## config.mk

```make
export PLATFORM = sky130hd
export DESIGN_NAME = pipeline_hazard_ctrl_flat
export DESIGN_NICKNAME = d
export VERILOG_FILES = /design/src/rtl/pipeline_hazard_ctrl_pkg.sv /design/src/rtl/pipeline_hazard_ctrl_if.sv /design/src/rtl/pipeline_hazard_ctrl_load_use_detect.sv /design/src/rtl/pipeline_hazard_ctrl.sv /design/src/flat_wrapper.sv
export SDC_FILE = /design/constraint.sdc
export NUM_CORES = 1
export LEC_CHECK = 0
export ABC_CLOCK_PERIOD_IN_PS = 2950
export CAP_MARGIN = 20
export CORE_MARGIN = 2
export CORE_UTILIZATION = 45
export DETAILED_ROUTE_END_ITERATION = 8
export GPL_TIMING_DRIVEN = 0
export HOLD_SLACK_MARGIN = 0.05
export PLACE_DENSITY_LB_ADDON = 0.05
export SLEW_MARGIN = 30
export SYNTH_ARGS = -nofsm -noshare
export SYNTH_HDL_FRONTEND = slang
export SYNTH_HIERARCHICAL = 1
export SYNTH_SLANG_ARGS = --single-unit
```

## constraint.sdc

```tcl
create_clock -name clk -period 2.95 [get_ports clk]
set_input_delay 0.4425 -clock clk [delete_from_list [all_inputs] [get_ports clk]]
set_output_delay 0.4425 -clock clk [all_outputs]
set_load 0.01 [all_outputs]
```

## src/rtl/pipeline_hazard_ctrl_pkg.sv

```systemverilog
// Shared types for the pipeline hazard sequencer: FSM states, the per-cycle
// control bundle and the canned control patterns the FSM selects between.
package pipeline_hazard_ctrl_pkg;

    localparam int DEF_REG_ADDR_W = 5;

    typedef enum logic [1:0] {
        RUN      = 2'd0,
        MEM_WAIT = 2'd1,
        DRAIN    = 2'd2,
        HALTED   = 2'd3
    } state_t;

    typedef struct packed {
        logic pc_write;
        logic pc_sel_branch;
        logic if_id_write;
        logic if_id_flush;
        logic id_ex_write;
        logic id_ex_flush;
        logic ex_mem_write;
        logic ex_mem_flush;
        logic mem_wb_write;
    } ctrl_t;

    // Field order: pc_w, pc_sel, ifid_w, ifid_f, idex_w, idex_f, exmem_w, exmem_f, memwb_w
    localparam ctrl_t CTRL_RUN    = ctrl_t'(9'b1_0_1_0_1_0_1_0_1);
    localparam ctrl_t CTRL_FREEZE = ctrl_t'(9'b0_0_0_0_0_0_0_0_0);
    localparam ctrl_t CTRL_BRANCH = ctrl_t'(9'b1_1_1_1_1_1_1_1_1);
    localparam ctrl_t CTRL_HALT   = ctrl_t'(9'b0_0_1_1_1_0_1_0_1);
    localparam ctrl_t CTRL_BUBBLE = ctrl_t'(9'b0_0_0_0_1_1_1_0_1);
    localparam ctrl_t CTRL_RESET  = ctrl_t'(9'b0_0_0_1_0_1_0_1_0);

endpackage

```

## src/rtl/pipeline_hazard_ctrl_if.sv

```systemverilog
// Hazard-control bundle: pipeline status into the sequencer, stage enables,
// flushes, status flags and performance counters out of it.
interface pipeline_hazard_ctrl_if #(
    parameter int REG_ADDR_W = 5,
    parameter int CNT_W      = 16
) ();
    logic [REG_ADDR_W-1:0] if_id_rs;
    logic [REG_ADDR_W-1:0] if_id_rt;
    logic                  if_id_uses_rt;
    logic                  id_ex_mem_read;
    logic [REG_ADDR_W-1:0] id_ex_rt;
    logic                  ex_mem_br_taken;
    logic                  halt_req;
    logic                  mem_busy;

    logic                  pc_write;
    logic                  pc_sel_branch;
    logic                  if_id_write;
    logic                  if_id_flush;
    logic                  id_ex_write;
    logic                  id_ex_flush;
    logic                  ex_mem_write;
    logic                  ex_mem_flush;
    logic                  mem_wb_write;
    logic                  halted;
    logic                  mem_timeout_err;
    logic [CNT_W-1:0]      stall_cnt;
    logic [CNT_W-1:0]      flush_cnt;

    modport master (
        output if_id_rs, if_id_rt, if_id_uses_rt, id_ex_mem_read, id_ex_rt,
               ex_mem_br_taken, halt_req, mem_busy,
        input  pc_write, pc_sel_branch, if_id_write, if_id_flush, id_ex_write,
               id_ex_flush, ex_mem_write, ex_mem_flush, mem_wb_write,
               halted, mem_timeout_err, stall_cnt, flush_cnt
    );

    modport slave (
        input  if_id_rs, if_id_rt, if_id_uses_rt, id_ex_mem_read, id_ex_rt,
               ex_mem_br_taken, halt_req, mem_busy,
        output pc_write, pc_sel_branch, if_id_write, if_id_flush, id_ex_write,
               id_ex_flush, ex_mem_write, ex_mem_flush, mem_wb_write,
               halted, mem_timeout_err, stall_cnt, flush_cnt
    );
endinterface

```

## src/rtl/pipeline_hazard_ctrl_load_use_detect.sv

```systemverilog
// Load-use comparator: flags an ID instruction that reads the destination of
// a load currently in EX. Purely combinational.
module load_use_detect #(
    parameter int REG_ADDR_W = 5
) (
    input  logic                  id_ex_mem_read,
    input  logic [REG_ADDR_W-1:0] id_ex_rt,
    input  logic [REG_ADDR_W-1:0] if_id_rs,
    input  logic [REG_ADDR_W-1:0] if_id_rt,
    input  logic                  if_id_uses_rt,
    output logic                  load_use
);
    // $0 is hardwired to zero, so a load targeting it never creates a hazard.
    assign load_use = id_ex_mem_read && (id_ex_rt != '0) &&
                      ((id_ex_rt == if_id_rs) || (if_id_uses_rt && (id_ex_rt == if_id_rt)));
endmodule

```

## src/rtl/pipeline_hazard_ctrl.sv

```systemverilog
// Central 5-stage pipeline sequencer: load-use bubbles, taken-branch flushes,
// data-memory freezes with timeout, and halt drain.
module pipeline_hazard_ctrl
    import pipeline_hazard_ctrl_pkg::*;
#(
    parameter int REG_ADDR_W   = DEF_REG_ADDR_W,
    parameter int DRAIN_CYCLES = 3,
    parameter int MEM_TIMEOUT  = 16,
    parameter int CNT_W        = 16
) (
    input logic                   clk,
    input logic                   rst,
    pipeline_hazard_ctrl_if.slave bus
);
    localparam int WAIT_W = $clog2(MEM_TIMEOUT + 1);
    localparam int DRN_W  = $clog2(DRAIN_CYCLES + 1);

    state_t             state, state_nxt;
    logic [WAIT_W-1:0]  wait_cnt, wait_nxt;
    logic [DRN_W-1:0]   drain_cnt, drain_nxt;
    logic [CNT_W-1:0]   stall_q, flush_q;
    logic               err_q;
    logic               load_use;
    logic               stall_inc, flush_inc, err_set;
    ctrl_t              ctrl;

    load_use_detect #(.REG_ADDR_W(REG_ADDR_W)) u_load_use (
        .id_ex_mem_read (bus.id_ex_mem_read),
        .id_ex_rt       (bus.id_ex_rt),
        .if_id_rs       (bus.if_id_rs),
        .if_id_rt       (bus.if_id_rt),
        .if_id_uses_rt  (bus.if_id_uses_rt),
        .load_use       (load_use)
    );

    always_comb begin
        ctrl      = CTRL_RUN;
        state_nxt = state;
        wait_nxt  = wait_cnt;
        drain_nxt = drain_cnt;
        flush_inc = 1'b0;
        err_set   = 1'b0;
        case (state)
            RUN, MEM_WAIT: begin
                if (bus.mem_busy) begin
                    ctrl = CTRL_FREEZE;
                    if (state == RUN) begin
                        state_nxt = MEM_WAIT;
                        wait_nxt  = WAIT_W'(1);
                    end else if (wait_cnt == WAIT_W'(MEM_TIMEOUT)) begin
                        err_set   = 1'b1;
                        state_nxt = HALTED;
                    end else begin
                        wait_nxt = wait_cnt + WAIT_W'(1);
                    end
                end else begin
                    // Release from MEM_WAIT evaluates the RUN rules in the same cycle.
                    state_nxt = RUN;
                    if (bus.ex_mem_br_taken) begin
                        ctrl      = CTRL_BRANCH;
                        flush_inc = 1'b1;
                    end else if (bus.halt_req) begin
                        ctrl      = CTRL_HALT;
                        state_nxt = DRAIN;
                        drain_nxt = DRN_W'(DRAIN_CYCLES);
                    end else if (load_use) begin
                        ctrl = CTRL_BUBBLE;
                    end
                end
            end
            DRAIN: begin
                if (bus.mem_busy) begin
                    ctrl = CTRL_FREEZE;
                end else if (bus.ex_mem_br_taken) begin
                    // Halt came from the wrong path; squash it and take the branch.
                    ctrl      = CTRL_BRANCH;
                    flush_inc = 1'b1;
                    state_nxt = RUN;
                end else begin
                    ctrl = CTRL_HALT;
                    if (drain_cnt == DRN_W'(1)) state_nxt = HALTED;
                    else                        drain_nxt = drain_cnt - DRN_W'(1);
                end
            end
            default: ctrl = CTRL_FREEZE;
        endcase
        if (rst) ctrl = CTRL_RESET;
    end

    assign stall_inc = ((state == RUN) || (state == MEM_WAIT)) && !ctrl.pc_write;

    always_ff @(posedge clk) begin
        if (rst) begin
            state     <= RUN;
            wait_cnt  <= '0;
            drain_cnt <= '0;
            stall_q   <= '0;
            flush_q   <= '0;
            err_q     <= 1'b0;
        end else begin
            state     <= state_nxt;
            wait_cnt  <= wait_nxt;
            drain_cnt <= drain_nxt;
            if (stall_inc && !(&stall_q)) stall_q <= stall_q + CNT_W'(1);
            if (flush_inc && !(&flush_q)) flush_q <= flush_q + CNT_W'(1);
            if (err_set)                  err_q   <= 1'b1;
        end
    end

    assign bus.pc_write        = ctrl.pc_write;
    assign bus.pc_sel_branch   = ctrl.pc_sel_branch;
    assign bus.if_id_write     = ctrl.if_id_write;
    assign bus.if_id_flush     = ctrl.if_id_flush;
    assign bus.id_ex_write     = ctrl.id_ex_write;
    assign bus.id_ex_flush     = ctrl.id_ex_flush;
    assign bus.ex_mem_write    = ctrl.ex_mem_write;
    assign bus.ex_mem_flush    = ctrl.ex_mem_flush;
    assign bus.mem_wb_write    = ctrl.mem_wb_write;
    assign bus.halted          = (state == HALTED);
    assign bus.mem_timeout_err = err_q;
    assign bus.stall_cnt       = stall_q;
    assign bus.flush_cnt       = flush_q;

endmodule
```

## src/flat_wrapper.sv

```systemverilog
// flat-port wrapper written by rule: the top's interface ports become plain ports
module pipeline_hazard_ctrl_flat import pipeline_hazard_ctrl_pkg::*;
#(
    parameter int REG_ADDR_W   = DEF_REG_ADDR_W,
    parameter int DRAIN_CYCLES = 3,
    parameter int MEM_TIMEOUT  = 16,
    parameter int CNT_W        = 16
)
  (clk, rst, bus_if_id_rs, bus_if_id_rt, bus_if_id_uses_rt, bus_id_ex_mem_read, bus_id_ex_rt, bus_ex_mem_br_taken, bus_halt_req, bus_mem_busy, bus_pc_write, bus_pc_sel_branch, bus_if_id_write, bus_if_id_flush, bus_id_ex_write, bus_id_ex_flush, bus_ex_mem_write, bus_ex_mem_flush, bus_mem_wb_write, bus_halted, bus_mem_timeout_err, bus_stall_cnt, bus_flush_cnt);
  pipeline_hazard_ctrl_if #(.REG_ADDR_W(REG_ADDR_W), .CNT_W(CNT_W)) bus_i ();
  input logic clk;
  input logic rst;
  input wire logic [$bits(bus_i.if_id_rs)-1:0] bus_if_id_rs;
  input wire logic [$bits(bus_i.if_id_rt)-1:0] bus_if_id_rt;
  input wire logic [$bits(bus_i.if_id_uses_rt)-1:0] bus_if_id_uses_rt;
  input wire logic [$bits(bus_i.id_ex_mem_read)-1:0] bus_id_ex_mem_read;
  input wire logic [$bits(bus_i.id_ex_rt)-1:0] bus_id_ex_rt;
  input wire logic [$bits(bus_i.ex_mem_br_taken)-1:0] bus_ex_mem_br_taken;
  input wire logic [$bits(bus_i.halt_req)-1:0] bus_halt_req;
  input wire logic [$bits(bus_i.mem_busy)-1:0] bus_mem_busy;
  output wire logic [$bits(bus_i.pc_write)-1:0] bus_pc_write;
  output wire logic [$bits(bus_i.pc_sel_branch)-1:0] bus_pc_sel_branch;
  output wire logic [$bits(bus_i.if_id_write)-1:0] bus_if_id_write;
  output wire logic [$bits(bus_i.if_id_flush)-1:0] bus_if_id_flush;
  output wire logic [$bits(bus_i.id_ex_write)-1:0] bus_id_ex_write;
  output wire logic [$bits(bus_i.id_ex_flush)-1:0] bus_id_ex_flush;
  output wire logic [$bits(bus_i.ex_mem_write)-1:0] bus_ex_mem_write;
  output wire logic [$bits(bus_i.ex_mem_flush)-1:0] bus_ex_mem_flush;
  output wire logic [$bits(bus_i.mem_wb_write)-1:0] bus_mem_wb_write;
  output wire logic [$bits(bus_i.halted)-1:0] bus_halted;
  output wire logic [$bits(bus_i.mem_timeout_err)-1:0] bus_mem_timeout_err;
  output wire logic [$bits(bus_i.stall_cnt)-1:0] bus_stall_cnt;
  output wire logic [$bits(bus_i.flush_cnt)-1:0] bus_flush_cnt;
  assign bus_i.if_id_rs = bus_if_id_rs;
  assign bus_i.if_id_rt = bus_if_id_rt;
  assign bus_i.if_id_uses_rt = bus_if_id_uses_rt;
  assign bus_i.id_ex_mem_read = bus_id_ex_mem_read;
  assign bus_i.id_ex_rt = bus_id_ex_rt;
  assign bus_i.ex_mem_br_taken = bus_ex_mem_br_taken;
  assign bus_i.halt_req = bus_halt_req;
  assign bus_i.mem_busy = bus_mem_busy;
  assign bus_pc_write = bus_i.pc_write;
  assign bus_pc_sel_branch = bus_i.pc_sel_branch;
  assign bus_if_id_write = bus_i.if_id_write;
  assign bus_if_id_flush = bus_i.if_id_flush;
  assign bus_id_ex_write = bus_i.id_ex_write;
  assign bus_id_ex_flush = bus_i.id_ex_flush;
  assign bus_ex_mem_write = bus_i.ex_mem_write;
  assign bus_ex_mem_flush = bus_i.ex_mem_flush;
  assign bus_mem_wb_write = bus_i.mem_wb_write;
  assign bus_halted = bus_i.halted;
  assign bus_mem_timeout_err = bus_i.mem_timeout_err;
  assign bus_stall_cnt = bus_i.stall_cnt;
  assign bus_flush_cnt = bus_i.flush_cnt;
  pipeline_hazard_ctrl #(.REG_ADDR_W(REG_ADDR_W), .DRAIN_CYCLES(DRAIN_CYCLES), .MEM_TIMEOUT(MEM_TIMEOUT), .CNT_W(CNT_W)) u_core (.clk(clk), .rst(rst), .bus(bus_i));
endmodule
```

# Word level (Yosys, flattened, before mapping)
# Index checks and enable logic that the tools add are counted.
# classes
addsub	4
n_mul	0
div_mod_pow	0
magnitude_cmp	0
n_eq_ne	16
shift	0
n_mux	33
bitwise	0
n_reduce_logical	21
# op_table
cell	count
two-way mux 9 bit	7
adder 16 x 1 -> 16 bit, second input constant	2
AND reduction 16 bit	2
two-way mux 2 bit	14
one-hot mux 9 bit (2 select lines)	1
!= test 2 bit, second input constant	6
== test 5 bit	2
two-way mux 5 bit	2
one-hot mux 2 bit (2 select lines)	2
two-way mux 1 bit	7
AND reduction 7 bit	1
logical AND 1 bit	6
adder 5 x 1 -> 5 bit, second input constant	1
== test 5 bit, second input constant	1
nonzero test 5 bit	1
== test 2 x 1 -> 1 bit, second input constant	2
== test 2 bit, second input constant	2
!= test 4 x 2 -> 1 bit, second input constant	1
AND reduction 4 bit	1
logical NOT 1 bit	3
!= test 3 x 2 -> 1 bit, second input constant	1
AND reduction 3 bit	1
OR reduction 3 bit	1
logical NOT 2 bit	1
5 further kinds	6
# totals
reg_bits	42
latchBits	0
ramBits	0
romBits	0
inputBits	22
out_inout_bits	43
word_cells	80
n_memories	0

# Longest topological paths before layout
# logic_depth
ltp_word	13
mapped_depth	9
ltp_nobuf	8

# Cells and area by module
# The synthesis kept the hierarchy.
# modules_own_cells
module	n_inst	cells_each	area_per_inst_um2	seq_area_each_um2
pipeline_hazard_ctrl	1	278	2421.1	840.8
load_use_detect	1	17	132.6	0.0

# Worst setup path after synthesis
# Ideal clock, no wire load.
# synth_path
kind	input to register
startpoint	input port bus_id_ex_rt[3]
endpoint	register u_core.stall_q[2], in the netlist u_core/bus.stall_cnt[2]
setup_time_ps	70
arrival_ps	2131
required_ps	2880
slack_ps	749
stages	9
n_path_buf	1
cell_sequence	xor2_1 > nor4_2 > nand3_1 > a21oi_1 > o21ba_4 > o21bai_2 > buf_6 > or4_1 > a21oi_1
# synth_between
elab_chain_len	13
elab_cells_between_ends	16
cone_classes	eq/ne (2); mux (6); reduce/logical (8)
# synth_lines
element	line_no	rtl
from (decl)	flat_wrapper.sv:17	input wire logic [$bits(bus_i.id_ex_rt)-1:0] bus_id_ex_rt;
== test 5 bit	pipeline_hazard_ctrl_load_use_detect.sv:15	((id_ex_rt == if_id_rs) || (if_id_uses_rt && (id_ex_rt == if_id_rt)));
logical AND 1 bit	pipeline_hazard_ctrl_load_use_detect.sv:15	
logical OR 1 bit	pipeline_hazard_ctrl_load_use_detect.sv:15	
logical AND 1 bit *	pipeline_hazard_ctrl_load_use_detect.sv:14	assign load_use = id_ex_mem_read && (id_ex_rt != '0) &&
net u_core.load_use	pipeline_hazard_ctrl.sv:23	logic load_use;
two-way mux 9 bit *	pipeline_hazard_ctrl.sv:66	end else if (load_use) begin
two-way mux 9 bit *	pipeline_hazard_ctrl.sv:62	end else if (bus.halt_req) begin
two-way mux 9 bit *	pipeline_hazard_ctrl.sv:59	if (bus.ex_mem_br_taken) begin
two-way mux 9 bit *	pipeline_hazard_ctrl.sv:45	if (bus.mem_busy) begin
one-hot mux 9 bit (2 select lines) *	pipeline_hazard_ctrl.sv:43	case (state)
two-way mux 9 bit *	pipeline_hazard_ctrl.sv:87	if (rst) ctrl = CTRL_RESET;
logical NOT 1 bit *	pipeline_hazard_ctrl.sv:90	assign stall_inc = ((state == RUN) || (state == MEM_WAIT)) && !ctrl.pc_write;
logical AND 1 bit *	pipeline_hazard_ctrl.sv:90	
logical AND 1 bit *	pipeline_hazard_ctrl.sv:104	if (stall_inc && !(&stall_q)) stall_q <= stall_q + CNT_W'(1);
to (signal assigned)	pipeline_hazard_ctrl.sv:104	
to (decl)	pipeline_hazard_ctrl.sv:21	logic [CNT_W-1:0] stall_q, flush_q;
# Mark *: on every way through the listed nets, which the timed path passes. The rest lies on a longest branch.
# A chain may end at the register's enable or synchronous reset.

# Worst setup path in the final report
# layout_path
startpoint	input port bus_id_ex_rt[1]
endpoint	output port bus_id_ex_flush
# layout_between
elab_chain_len	10
elab_cells_between_ends	13
cone_classes	eq/ne (2); mux (6); reduce/logical (5)
# layout_lines
element	line_no	rtl
== test 5 bit	pipeline_hazard_ctrl_load_use_detect.sv:15	
logical AND 1 bit	pipeline_hazard_ctrl_load_use_detect.sv:15	
logical OR 1 bit	pipeline_hazard_ctrl_load_use_detect.sv:15	
logical AND 1 bit *	pipeline_hazard_ctrl_load_use_detect.sv:14	
net u_core.load_use	pipeline_hazard_ctrl.sv:23	
two-way mux 9 bit *	pipeline_hazard_ctrl.sv:66	
two-way mux 9 bit *	pipeline_hazard_ctrl.sv:62	
two-way mux 9 bit *	pipeline_hazard_ctrl.sv:59	
two-way mux 9 bit *	pipeline_hazard_ctrl.sv:45	
one-hot mux 9 bit (2 select lines) *	pipeline_hazard_ctrl.sv:43	
two-way mux 9 bit *	pipeline_hazard_ctrl.sv:87	
to (decl)	flat_wrapper.sv:26	output wire logic [$bits(bus_i.id_ex_flush)-1:0] bus_id_ex_flush;
# Marked as above.

==> flow_metrics.py <==
metrics = {
    "floorplanning": {
        "num_rows": 27,
        "die_w_um": 79.3,
        "start_util_pct": 46.4,
        "fp.dieH_um": 79.3,
        "dieArea_um2": 6290,
        "core-area_um2": 5510,
        "ios": 65,
    },
    "run_status": {
        "status": "finished, final reports clean",
    },
    "power_and_ir_drop": {
        "pwr-share-clk_pct": 33.2,
        "switchingPower_uw": 290,
        "power_density_nw_per_um2": 337,
        "power_leakage_uw": 0.00118,
        "pwr-share-comb_pct": 15.2,
        "switching_share_pct": 25.4,
        "p_int_uw": 853,
        "vdd_drop_max_uv": 240,
        "pwr-share-seq_pct": 51.6,
    },
    "grt": {
        "grt_pass1_vias": 2318,
        "antenna_found_initial": 0,
        "grt_pass1_wl_um": 10900,
        "gr-total-overflow": 0,
        "grt_use_total_pct": 21.4,
        "grt_max_degree": 13,
    },
    "yosys": {
        "syn_nets": 322,
        "yosys_warnings": 6,
        "synth-edff-count": 0,
        "syn_inst": 295,
        "synthTopCellsByCount": "dfxtp_1 (42), a21oi_1 (30), o31ai_1 (19), or4_1 (19), nand2_1 (16)",
        "netlist.area_leader.share_pct": 32.9,
        "synth_area_per_cell_um2": 8.66,
        "synth_top_flop_cell": "dfxtp_1",
        "yosys-top-cells-area": "dfxtp_1 (33%), a21oi_1 (5.9%), o31ai_1 (5.6%)",
        "syn_area_um2": 2550,
        "synthMostInstantiatedCell": "dfxtp_1",
        "synth_cell_type_count": 59,
        "async_flop_share_pct": 0,
        "synth_seq_cells": 42,
        "yosysSeqAreaShare_pct": 32.9,
        "yosysTopAreaCell": "dfxtp_1",
    },
    "run": {
        "max_cap_violations": 0,
    },
    "timing": {
        "tns_ps": 0,
        "rsz0062_at_grt": "false",
        "slew_headroom_pct": 53.2,
        "hold_viol_final": 0,
        "worst_slack_ps": 185,
        "fmax_mhz": 362,
        "finalCriticalPeriod_ps": 2770,
        "tightest_slew_ps": 697,
        "setup_viol": 0,
        "maxSlewViolCount": 0,
        "final.period_utilization_pct": 93.7,
        "worst_clock_skew_ps": 7.77,
        "hold_slack_ps": 504,
    },
    "finish": {
        "area_growth_pct": 32.7,
        "fin_cells": 440,
        "stdcell_area_um2": 3390,
        "diodes": 0,
        "drive_gt1_share_pct": 11.1,
        "fin_nets": 394,
        "nFillCells": 502,
    },
    "clocking": {
        "clkSinkCount": 42,
        "cts_tree": "built",
        "htreeDepth": 2,
        "ctsHoldBuffers": 0,
        "clockBufferDepth": 2,
        "cts_buffers": 5,
        "clk_latency_ps": 290,
        "clk_pin_slew_worst_paths_ps": 80,
        "clockRootBuffer": "clkbuf_8",
    },
    "placement": {
        "placed_cell_area_um2": 3270,
        "pre_cts_ws_ps": -586,
        "dp_hpwl_um": 4750,
        "gp_congestion": 0.808,
        "io_buffers": 63,
        "dp.cells": 430,
    },
    "worst_setup_path": {
        "reg2reg_to": "u_core/bus.flush_cnt[13]",
        "ff2ff_path_depth": 6,
        "r2r_start": "u_core/bus.flush_cnt[0]",
        "startpoint_type": "primary input",
        "path_depth": 10,
        "path_buf_inv": 2,
        "worstPathMaxFanout": 3,
        "cp_top_family": "buffers and inverters",
        "crit_slowest_cell": "clkdlybuf4s50_1",
        "arrival_ps": 2320,
        "slowest_delay_ps": 470,
        "worstSetupPathType": "primary input to output pin",
        "reg2reg_slack_ps": 1120,
        "path_cells": "clkdlybuf4s50_1, xor2_1, nor3_1, nand3_1, a21oi_2, and2b_1, nor2_1, o21a_1, o21ai_2, buf_2",
        "end_kind": "output pin",
        "worstPathRequired_ps": 2510,
    },
    "hold_path": {
        "hold-path-endpoint": "u_core/wait_cnt[1]",
        "hold_start": "u_core/wait_cnt[1]",
        "whs_path_depth": 2,
        "min_path_type": "flip-flop to flip-flop",
    },
    "drt": {
        "antenna_left": 0,
        "viasPerCell": 5.68,
        "wl_per_cell_um": 14.5,
        "drt-pass1-iter-count": 4,
        "drt-initial-drc-count": 123,
        "drc": 0,
        "vias": 2498,
        "finalWirelength_um": 6380,
    },
}
==> cell type report <==
class	instances	area [um2]	area share, %
Multi-Input combinational cell	228	1600	47.1
Sequential cell	42	841	24.8
Timing Repair Buffer	65	641	18.9
Buffer	17	98.8	2.92
Tap cell	72	90.1	2.66
Clock buffer	7	86.3	2.55
Inverter	8	30.0	0.886
Clock inverter	1	5.00	0.148
==> power by group through the flow <==
stage	Clock (uW)	Sequential, uW	Combinational (uW)
after global routing	427	592	191
after detailed placement	0	603	175
after CTS	396	589	176
after global placement	0	602	172
final	379	589	174
after floorplan	0	602	93.6
==> routing by layer <==
metal	GRT usage [%]	part of all wire, %	vias to the layer above
met1	29.4	49	1164
met4	5.34	1.2	0
li1	-	-	1272
met2	34.1	45	56
met3	4.66	4.6	6
met5	0	0	-
==> cell families after synthesis <==
logic type,count (synthesis),share of synthesized area [%]
compound gates,81,21.7
fa+ha+maj,5,2.45
flops,42,32.9
mux,5,2.35
buf+inv,25,5.05
simple gates,125,31.4
xor+xnor,12,4.12
==> worst reg2reg max path, stage by stage, from the launching register on <==
cell     delay [ps]
dfxtp_1         390
ha_1            230
nand4_1         140
nor4_2          310
buf_2           250
nor4_1           90
mux2_1          320
==> placed cells by master, fill, tap and decap left out, drive strengths merged, types with 3 or more instances in the layout <==
| master | n |
|---|---|
| nand4 | 13 |
| and2 | 3 |
| a21oi | 31 |
| nor4 | 8 |
| xor2 | 9 |
| and4 | 3 |
| or4 | 19 |
| a211oi | 3 |
| ha | 5 |
| clkbuf | 13 |
| nand3 | 11 |
| dfxtp | 42 |
| o21ai | 15 |
| nand2 | 16 |
| and3 | 5 |
| nor2b | 6 |
| dlymetal6s2s | 4 |
| or2 | 3 |
| nor2 | 14 |
| inv | 8 |
| dlygate4sd2 | 4 |
| mux2 | 5 |
| or3b | 3 |
| or3 | 4 |
| buf | 15 |
| xnor2 | 3 |
| clkdlybuf4s50 | 53 |
| nor3 | 4 |
| o31ai | 19 |
==> repair_timing <==
item | CTS | global route
buffers inserted | 2 | 0
pin swaps | 3 | 4
setup endpoints to repair | 5 | 3
resized for setup | 13 | 7
==> sequential cells by signal, summed over array words and instances (netlist names) <==
register                    flops
u_core/bus.flush_cnt           16
u_core/bus.mem_timeout_err      1
u_core/bus.stall_cnt           16
u_core/drain_cnt                2
u_core/state                    2
u_core/wait_cnt                 5
==> metrics by stage <==
step	utilization, %	total power (uW)
after floorplan	-	696
after global placement	59.5	774
after detailed placement	59.5	778
after CTS	61.5	1160
after global routing	61.5	1210
final	61.5	1140
==> how the worst max path moves through the flow <==
stage / start / to / slack, ps
2_1_floorplan: bus_id_ex_rt[3] / u_core/bus.stall_cnt[2] / 750
3_3_place_gp: bus_id_ex_rt[3] / bus_id_ex_flush / -580
3_5_place_dp: bus_id_ex_rt[3] / bus_id_ex_flush / -590
4_1_cts: bus_if_id_rt[2] / bus_id_ex_flush / 9
5_1_grt: bus_id_ex_rt[1] / bus_id_ex_flush / 40
6_report: bus_id_ex_rt[1] / bus_id_ex_flush / 180
Power figures use the tool's default switching activity.
